File: config.mk
export PLATFORM = sky130hd
export DESIGN_NAME = ppu_write_scheduler
export DESIGN_NICKNAME = d
export VERILOG_FILES = /design/src/rtl/ppu_write_scheduler.sv
export SDC_FILE = /design/constraint.sdc
export NUM_CORES = 1
export LEC_CHECK = 0
export CAP_MARGIN = 15
export CORE_MARGIN = 1.5
export CORE_UTILIZATION = 55
export DETAILED_ROUTE_END_ITERATION = 8
export DONT_BUFFER_PORTS = 1
export PLACE_DENSITY_LB_ADDON = 0.12
export SLEW_MARGIN = 5
export SYNTH_ARGS = -nofsm -noshare
export SYNTH_HDL_FRONTEND = slang
export SYNTH_SLANG_ARGS = --single-unit
File: constraint.sdc
create_clock -name clk -period 6.65 [get_ports clk]
set_input_delay 1.33 -clock clk [delete_from_list [all_inputs] [get_ports clk]]
set_output_delay 1.33 -clock clk [all_outputs]
set_load 0.005 [all_outputs]
File: src/rtl/ppu_write_scheduler.sv
// Sprite-register write scheduler: queues CPU writes and replays them in vblank.
// Optional vblank interrupt is compiled in with PPU_VBLANK_IRQ_EN.
module ppu_write_scheduler #(
    parameter int DEPTH        = 16,
    parameter int VBLANK_START = 480,
    parameter int VLINES       = 525
) (
    input  logic                   clk,
    input  logic                   reset,
    input  logic                   chipselect,
    input  logic                   write,
    input  logic [2:0]             address,
    input  logic [31:0]            writedata,
    input  logic [9:0]             vcount,
    output logic [31:0]            sprite_wdata,
    output logic                   sprite_wvalid,
    output logic [$clog2(DEPTH):0] q_count,
    output logic                   q_overflow,
    output logic                   in_vblank,
    output logic                   irq
);
    localparam int AW = $clog2(DEPTH);
    localparam logic [AW:0] PONE = {{AW{1'b0}}, 1'b1};
    localparam logic [AW:0] FULL = {1'b1, {AW{1'b0}}};
    localparam logic [10:0] VB11 = VBLANK_START[10:0];
    localparam logic [10:0] VL11 = VLINES[10:0];
    localparam logic [9:0]  VB10 = VBLANK_START[9:0];

    typedef enum logic [1:0] {
        ACTIVE,
        DRAIN,
        HOLD
    } state_t;

    state_t      state_q, state_d;
    logic [AW:0] wr_q, wr_d, rd_q, rd_d;
    logic [9:0]  vcount_q, vcount_d, vprev_q, vprev_d;
    logic        vblank_q, vblank_d;
    logic [31:0] wdata_q, wdata_d;
    logic        wvalid_q, wvalid_d;
    logic        ovf_q, ovf_d;
    logic        bypass_q, bypass_d;
    logic        irq_q, irq_d;
    logic [31:0] mem_q [DEPTH];

    logic        push_req, ctrl_wr, byp_fire;
    logic        start, pop, push, drop;
    logic [AW:0] count, count_d;

    always_comb begin
        push_req = chipselect && write && (address == 3'd0);
        ctrl_wr  = chipselect && write && (address == 3'd1);
        byp_fire = push_req && bypass_q;
        count    = wr_q - rd_q;
        start    = (vcount_q == VB10) && (vprev_q != VB10);
        // a bypass strobe owns the output bus, so the drain waits a cycle
        pop      = (state_q == DRAIN) && vblank_q &&
                   (count != '0) && !byp_fire;
        push     = push_req && !bypass_q && ((count != FULL) || pop);
        drop     = push_req && !bypass_q && (count == FULL) && !pop;

        wr_d     = push ? wr_q + PONE : wr_q;
        rd_d     = pop ? rd_q + PONE : rd_q;
        count_d  = wr_d - rd_d;

        vcount_d = vcount;
        vprev_d  = vcount_q;
        vblank_d = ({1'b0, vcount} >= VB11) || ({1'b0, vcount} >= VL11);

        state_d = state_q;
        unique case (state_q)
            ACTIVE: if (start) state_d = DRAIN;
            DRAIN: begin
                if (!vblank_q) state_d = ACTIVE;
                else if (count_d == '0) state_d = HOLD;
            end
            HOLD: begin
                if (!vblank_q) state_d = ACTIVE;
                else if (push) state_d = DRAIN;
            end
            default: state_d = ACTIVE;
        endcase

        wvalid_d = byp_fire || pop;
        wdata_d  = wdata_q;
        if (byp_fire) wdata_d = writedata;
        else if (pop) wdata_d = mem_q[rd_q[AW-1:0]];

        ovf_d = ovf_q;
        if (drop) ovf_d = 1'b1;
        else if (ctrl_wr && writedata[0]) ovf_d = 1'b0;

        bypass_d = ctrl_wr ? writedata[1] : bypass_q;

`ifdef PPU_VBLANK_IRQ_EN
        irq_d = irq_q;
        if ((state_q == ACTIVE) && start) irq_d = 1'b1;
        else if (ctrl_wr && writedata[2]) irq_d = 1'b0;
`else
        irq_d = 1'b0;
`endif
    end

    always_ff @(posedge clk) begin
        if (reset) begin
            state_q  <= ACTIVE;
            wr_q     <= '0;
            rd_q     <= '0;
            vcount_q <= '0;
            vprev_q  <= '0;
            vblank_q <= 1'b0;
            wdata_q  <= '0;
            wvalid_q <= 1'b0;
            ovf_q    <= 1'b0;
            bypass_q <= 1'b0;
            irq_q    <= 1'b0;
        end else begin
            state_q  <= state_d;
            wr_q     <= wr_d;
            rd_q     <= rd_d;
            vcount_q <= vcount_d;
            vprev_q  <= vprev_d;
            vblank_q <= vblank_d;
            wdata_q  <= wdata_d;
            wvalid_q <= wvalid_d;
            ovf_q    <= ovf_d;
            bypass_q <= bypass_d;
            irq_q    <= irq_d;
        end
    end

    always_ff @(posedge clk) begin
        if (push) mem_q[wr_q[AW-1:0]] <= writedata;
    end

    assign sprite_wdata  = wdata_q;
    assign sprite_wvalid = wvalid_q;
    assign q_count       = count;
    assign q_overflow    = ovf_q;
    assign in_vblank     = vblank_q;
    assign irq           = irq_q;
endmodule

==> impl_metrics.csv, run 1 <==
group,metric,value,unit
run_status,outcome,"complete, no violations",
synth,yosysWarningCount,0,
critical_path,timing.rr.start,"rd_q[1]$_SDFF_PP0_",
synth,synthArstFlopShare,0,
worst_hold_path,hold_path_class,"flip-flop to flip-flop",
clock_network,tritoncts_clock_tree,"built",
clock_network,clk-insertion-delay-late,0.60,ns
worst_hold_path,min_from,"vcount_q[8]$_SDFF_PP0_",
sta,report.final.hold_viol_count,0,
global_routing,grtUsageTotal,0.238,
sta,final_period_minus_worst_setup_slack,5.13,ns
floorplan,initial_core_util,0.561,
place,place.detailed.hpwl,25.6,mm
drt,wire_per_inst,28.3,µm
run,maxCapViolations,0,
sta,timing.final.crit_share,0.771,
global_routing,grt_first_pass_wirelength,71.0,mm
drt,vias_per_cell,6.27,
clock_network,cts-root-to-sink-buffers,3,
critical_path,path_cells,"inv_1, fa_1, xor2_1, and4b_1, nor2_1, o21a_2, buf_4, nand3_1, xnor2_1, ha_1, or4b_2, a21oi_1, o21ai_0, o21a_1",
synth,post_synth_instance_area,0.0224,mm²
sta,totalNegativeSetupSlack,0,ns
finish,n_antenna_cell,0,
sta,worst_clock_skew,0.0200,ns
clock_network,post-cts-setup-buffers,0,
clock_network,h-tree-depth,2,
global_routing,globalRoute.totalOverflow,0,
sta,fmax,0.195,GHz
synth,synth_edf_count,512,
clock_network,clock_tree.root_cell,"sky130_fd_sc_hd__clkbuf_16",
critical_path,critical_path.max_stage_delay,0.68,ns
critical_path,cp.buffers_inverters,2,
global_routing,antenna_found_initial,1,
finish,areaGrowthSynthToFinish,11.4,%
synth,ys_types,51,
global_routing,pin_count_of_the_biggest_net_entering_global_routing,69,
place,i_o_buffers,0,
clock_network,cts_repair_resize_count,0,
sta,relative_max_transition_margin,0.231,
floorplan,core_region,0.0399,mm²
power,p_per_area,285,mW/mm²
critical_path,cp_data_arrival_time,5.62,ns
worst_hold_path,min_delay_worst_endpoint,"vprev_q[8]$_SDFF_PP0_",
drt,num_vias,10600,
clock_network,clkTransAtPathRegs,0.06,ns
drt,routed_wl,47.8,mm
power,vdd_drop_max,252,µV
clock_network,cts_made_buffers,58,
floorplan,die_area,0.0419,mm²
floorplan,die-height,205,µm
synth,synth.yosys.seq_area_share,0.747,
critical_path,critPathTopFamily,"simple AND/OR/NAND/NOR gates",
sta,timing.hold.ws,0.460,ns
finish,num-fill-cells,2745,
synth,synthesis.area_per_instance,20.6,µm²
sta,finalSetupViolations,0,
clock_network,tritoncts_num_sinks,580,
floorplan,die_outline_width,205,µm
clock_network,post_cts_hold_buffer_count,0,
sta,report.final.slew_viol_count,0,
floorplan,ios,90,
global_routing,vias_in_the_first_global_route,10900,
synth,ys_ff_latch,580,
synth,ys_dominant_reg_cell,"sky130_fd_sc_hd__edfxtp_1",
worst_hold_path,hold_depth,1,
critical_path,crit_path_top_delay_cell,"sky130_fd_sc_hd__dfxtp_4",
critical_path,path_max_fanout,35,
finish,sequential_cell_area,0.0167,mm²
finish,multiInputGateArea,0.00545,mm²
critical_path,critPathLaunchType,"flip-flop",
critical_path,worst-r2r-setup-slack,1.52,ns
finish,drive_gt1_frac,0.261,
sta,grt_setup_unrepaired,"false",
drt,drt_first_pass_iters,5,
sta,max_slew.worst_pin.slew,1.15,ns
place,gp_congestion,0.751,
synth,netlist_instances,1089,
critical_path,required,7.14,ns
drt,first_iter_violations,925,
critical_path,worst_setup_path_end_kind,"flip-flop",
drt,antenna_violating_nets_post_route,0,
critical_path,rr_worst_depth,14,
power,leakage,7.65,nW
finish,final_nets,1182,
critical_path,critical_path.reg2reg.endpoint,"state_q[0]$_SDFFE_PP0P_",
floorplan,placement_rows,73,
synth,mappedNetlistNets,1152,
drt,route.detailed.drc,0,
critical_path,worst-setup-path-type,"flip-flop to flip-flop",
sequential cells by signal, indices dropped and copies added (netlist names):
register       cells
sprite_wvalid      1
q_overflow         1
bypass_q           1
state_q            2
mem_q            512
vcount_q          10
vprev_q           10
sprite_wdata      32
wr_q               5
in_vblank          1
rd_q               5
worst max-delay path by stage:
stage / from / to / slack, ns / depth (start not counted)
after floorplan: rd_q[1]$_SDFF_PP0_ / mem_q[0][0]$_DFFE_PP_ / 1.48 / 11
final: rd_q[1]$_SDFF_PP0_ / state_q[0]$_SDFFE_PP0P_ / 1.52 / 14
after global routing: rd_q[1]$_SDFF_PP0_ / state_q[0]$_SDFFE_PP0P_ / 1.15 / 14
after global placement: rd_q[1]$_SDFF_PP0_ / state_q[0]$_SDFFE_PP0P_ / 1.60 / 14
after CTS: rd_q[1]$_SDFF_PP0_ / state_q[0]$_SDFFE_PP0P_ / 1.51 / 14
after detailed placement: rd_q[1]$_SDFF_PP0_ / state_q[0]$_SDFFE_PP0P_ / 1.53 / 14
per-stage QoR:
step                      instance area, µm²  worst slack (ns)  power [mW]  std cells   util
after detailed placement               23100              1.53        4.07       1584  0.579
final                                  24900              1.52        7.12       1690  0.625
after global routing                   24900              1.15        7.31       1690  0.625
after floorplan                        22400              1.48        4.07       1089      -
after CTS                              24900              1.51        7.16       1690  0.625
after global placement                 23100              1.60        4.07       1584  0.579
area by class of cell:
cell class                      instances  area share
Clock buffer                           84      0.0653
Tap cell                              525      0.0263
Multi-Input combinational cell        439       0.218
Timing Repair Buffer                   31     0.00933
Clock inverter                         22     0.00793
Inverter                                9     0.00135
Sequential cell                       580       0.671
cell families after synthesis:
group / count (synthesis) / synth area share
AO/OA/AOI/OAI: 56 / 0.0207
XOR/XNOR: 15 / 0.00687
adder cells (fa/ha/maj): 14 / 0.00816
buffers and inverters: 70 / 0.0144
flip-flops: 580 / 0.747
multiplexers: 161 / 0.161
other: 1 / 0.000167
AND/OR/NAND/NOR: 192 / 0.0410
layer usage:
| layer | wire [µm] | GRT usage |
|---|---|---|
| met1 | 20600 | 0.348 |
| met2 | 23100 | 0.374 |
| met3 | 3060 | 0.0404 |
| met4 | 995 | 0.0693 |
| met5 | 0 | 0 |
synth_stat cells, types with 2 or more instances:
cell type,number,area [µm²]
sky130_fd_sc_hd__mux4_2,160,3600
sky130_fd_sc_hd__and4b_1,2,20.0
sky130_fd_sc_hd__and3b_1,2,17.5
sky130_fd_sc_hd__o21a_1,2,15.0
sky130_fd_sc_hd__and2b_1,2,15.0
sky130_fd_sc_hd__nor3b_1,3,22.5
sky130_fd_sc_hd__a31oi_4,2,42.5
sky130_fd_sc_hd__and3_1,2,12.5
sky130_fd_sc_hd__nand3_1,5,25.0
sky130_fd_sc_hd__nor3_1,4,20.0
sky130_fd_sc_hd__nand3b_1,4,30.0
sky130_fd_sc_hd__nand2_1,78,293
sky130_fd_sc_hd__inv_1,8,30.0
sky130_fd_sc_hd__nor2b_1,25,156
sky130_fd_sc_hd__buf_1,9,33.8
sky130_fd_sc_hd__a21oi_1,8,40.0
sky130_fd_sc_hd__ha_1,13,163
sky130_fd_sc_hd__buf_2,15,75.1
sky130_fd_sc_hd__buf_4,11,82.6
sky130_fd_sc_hd__xnor2_1,8,70.1
sky130_fd_sc_hd__clkbuf_1,26,97.6
sky130_fd_sc_hd__a311oi_1,33,289
sky130_fd_sc_hd__xor2_1,4,35.0
sky130_fd_sc_hd__xnor2_2,3,48.8
sky130_fd_sc_hd__nand2b_1,2,12.5
sky130_fd_sc_hd__nand4_1,2,12.5
sky130_fd_sc_hd__edfxtp_1,512,15400
sky130_fd_sc_hd__nor2_1,51,191
sky130_fd_sc_hd__o21ai_0,3,15.0
sky130_fd_sc_hd__dfxtp_1,68,1360
sky130_fd_sc_hd__nor4_1,2,12.5
report_power, final:
part	leakage, nW	total (mW)	switching, mW	internal (mW)
Sequential	5.16	3.97	0.00383	3.97
Combinational	1.60	0.0190	0.00848	0.0105
Clock	0.889	3.13	1.32	1.81
placed cells by master, fill, tap and decap left out, types with 4 or more instances in the layout:
cell                        count
sky130_fd_sc_hd__edfxtp_1     512
sky130_fd_sc_hd__ha_1          13
sky130_fd_sc_hd__nor2_1        40
sky130_fd_sc_hd__nor2_4        11
sky130_fd_sc_hd__xor2_1         4
sky130_fd_sc_hd__buf_4         31
sky130_fd_sc_hd__xnor2_1        8
sky130_fd_sc_hd__nor2b_1       25
sky130_fd_sc_hd__nand2_1       78
sky130_fd_sc_hd__clkinv_2       5
sky130_fd_sc_hd__nor3_2         4
sky130_fd_sc_hd__clkbuf_16     58
sky130_fd_sc_hd__mux4_2       160
sky130_fd_sc_hd__nand3b_1       4
sky130_fd_sc_hd__clkinv_1       9
sky130_fd_sc_hd__inv_1          8
sky130_fd_sc_hd__nand3_1        5
sky130_fd_sc_hd__clkbuf_1      16
sky130_fd_sc_hd__a311oi_1      33
sky130_fd_sc_hd__dfxtp_1       65
sky130_fd_sc_hd__clkbuf_8       7
sky130_fd_sc_hd__a21oi_1        8
(Power assumes the default switching activity.)
==> run 2, diff against run 1 <==
==> constraint.sdc (replaced) <==
create_clock -name clk -period 4.75 [get_ports clk]
set_input_delay 0.95 -clock clk [delete_from_list [all_inputs] [get_ports clk]]
set_output_delay 0.95 -clock clk [all_outputs]
set_load 0.005 [all_outputs]
==> run 2 against run 1 <==
Largest power group unchanged. Cell area grew 0.85%. Sequential power up 40%. Via count grew 0.10%. Sequential share of layout area decreased by 0.56 points. Die area did not move. Clock-buffer cell count decreased by 6. Power grew 41%. First-iteration DRC count is 6.4% higher. Worst setup slack got worse by 1.1 ns. Clock power rose by 42%.
==> impl_metrics.csv, run 2 (synthesis results as in run 1) <==
group,metric,value,unit
sta,timing.final.crit_share,0.913,
run_status,outcome,"complete, no violations",
floorplan,die_outline_width,205,µm
finish,areaGrowthSynthToFinish,12.3,%
drt,route.detailed.drc,0,
global_routing,vias_in_the_first_global_route,10700,
worst_hold_path,hold_depth,1,
power,p_per_area,399,mW/mm²
sta,grt_setup_unrepaired,"false",
drt,first_iter_violations,984,
critical_path,critical_path.max_stage_delay,0.67,ns
drt,antenna_violating_nets_post_route,0,
place,gp_congestion,0.746,
global_routing,globalRoute.totalOverflow,0,
critical_path,critPathTopFamily,"simple AND/OR/NAND/NOR gates",
clock_network,h-tree-depth,2,
sta,report.final.slew_viol_count,0,
clock_network,clkTransAtPathRegs,0.06,ns
clock_network,post_cts_hold_buffer_count,0,
critical_path,cp_num_cells,16,
place,place.detailed.hpwl,25.3,mm
sta,worst_clock_skew,0.0138,ns
run,maxCapViolations,0,
critical_path,path_max_fanout,19,
finish,final_cell_mix,"sky130_fd_sc_hd__edfxtp_1 (512), sky130_fd_sc_hd__mux4_2 (160), sky130_fd_sc_hd__nand2_1 (78)",
sta,timing.hold.ws,0.417,ns
global_routing,pin_count_of_the_biggest_net_entering_global_routing,69,
sta,report.final.hold_viol_count,0,
power,vdd_drop_max,337,µV
drt,routed_wl,46.4,mm
floorplan,ios,90,
critical_path,path_cells,"inv_1, ha_1, inv_1, fa_1, xor2_2, and4b_1, nor2_1, o21a_2, buf_4, nand3_1, xnor2_1, ha_1, or4b_2, a21oi_1, o21ai_0, o21a_1",
critical_path,worst-setup-path-type,"flip-flop to flip-flop",
clock_network,tritoncts_clock_tree,"built",
clock_network,clk-insertion-delay-late,0.60,ns
finish,num-fill-cells,2680,
power,report.power.total,10.0,mW
critical_path,critPathLaunchType,"flip-flop",
sta,max_slew.worst_pin.slew,1.10,ns
finish,layout_commonest_cell,"sky130_fd_sc_hd__edfxtp_1",
power,leakage,7.72,nW
critical_path,cp.buffers_inverters,3,
floorplan,die_area,0.0419,mm²
finish,final_nets,1189,
place,i_o_buffers,0,
finish,largest_register_ffs,512,
sta,relative_max_transition_margin,0.265,
worst_hold_path,hold_path_class,"input pin to flip-flop",
clock_network,cts_made_buffers,57,
critical_path,worst_setup_path_end_kind,"flip-flop",
drt,num_vias,10600,
global_routing,grt_first_pass_wirelength,69.2,mm
clock_network,cts-root-to-sink-buffers,3,
critical_path,rr_worst_depth,16,
floorplan,die-height,205,µm
global_routing,antenna_found_initial,1,
drt,vias_per_cell,6.24,
critical_path,crit_path_top_delay_cell,"sky130_fd_sc_hd__or4b_2",
sta,fmax,0.231,GHz
sta,final_period_minus_worst_setup_slack,4.34,ns
critical_path,cp_data_arrival_time,4.83,ns
clock_network,tritoncts_num_sinks,580,
global_routing,grtUsageTotal,0.230,
sta,totalNegativeSetupSlack,0,ns
drt,wire_per_inst,27.3,µm
finish,n_antenna_cell,0,
drt,drt_first_pass_iters,5,
floorplan,core_region,0.0399,mm²
floorplan,placement_rows,73,
floorplan,initial_core_util,0.561,
finish,drive_gt1_frac,0.270,
clock_network,clock_tree.root_cell,"sky130_fd_sc_hd__clkbuf_16",
sta,finalSetupViolations,0,
critical_path,required,5.24,ns
run 2: cell count changes in the layout (fill, tap and decap cells not counted), moves of 4 or more:
| cell | change |
|---|---|
| sky130_fd_sc_hd__buf_12 | +6 |
| sky130_fd_sc_hd__clkbuf_1 | -5 |
| sky130_fd_sc_hd__clkinv_2 | +6 |
| sky130_fd_sc_hd__nor3_2 | -4 |
| sky130_fd_sc_hd__nor3_4 | +4 |
run 2: repair_timing:
item | 4_1_cts | 5_1_grt
endpoints found under the setup margin | 0 | 1
resized for setup | 0 | 1
setup buffers | 0 | 0
run 2: routing by layer:
metal  wire [µm]  global-route usage  share of wire  vias up
li1            -                   -              -     4538
met1       20400               0.344           0.44     5680
met2       22300               0.359           0.48      345
met3        3080              0.0431          0.066       43
met4         660              0.0509          0.014        0
met5           0                   0              0        -
run 2: final cells by class:
class	instances	area [µm²]	area share
Sequential cell	580	16700	0.666
Multi-Input combinational cell	439	5480	0.218
Clock buffer	78	1630	0.0647
Tap cell	525	657	0.0261
Timing Repair Buffer	39	368	0.0146
Clock inverter	29	241	0.00960
Inverter	9	33.8	0.00134
run 2: final timing paths:
kind	end	slack, ns	start
setup / recovery	state_q[0]$_SDFFE_PP0P_	0.41	wr_q[0]$_SDFF_PP0_
setup reg to reg	state_q[0]$_SDFFE_PP0P_	0.41	wr_q[0]$_SDFF_PP0_
hold reg to reg	vprev_q[8]$_SDFF_PP0_	0.46	vcount_q[8]$_SDFF_PP0_
hold / removal	vprev_q[1]$_SDFF_PP0_	0.42	reset
run 2: per-stage QoR:
stage / area, µm² / setup slack, ns / util / instances
floorplan: 22400 / 0.452 / - / 1089
CTS: 25100 / 0.349 / 0.630 / 1699
detailed placement: 23300 / 0.352 / 0.583 / 1592
finish: 25200 / 0.415 / 0.630 / 1699
global placement: 23300 / 0.456 / 0.583 / 1592
global route: 25200 / 0.0658 / 0.630 / 1699
run 2: where the power goes:
part,internal (mW),switching [mW],leakage [nW]
clock,2.61,1.84,0.924
combinational,0.0147,0.0114,1.64
sequential,5.55,0.00507,5.16
total,8.17,1.86,7.72
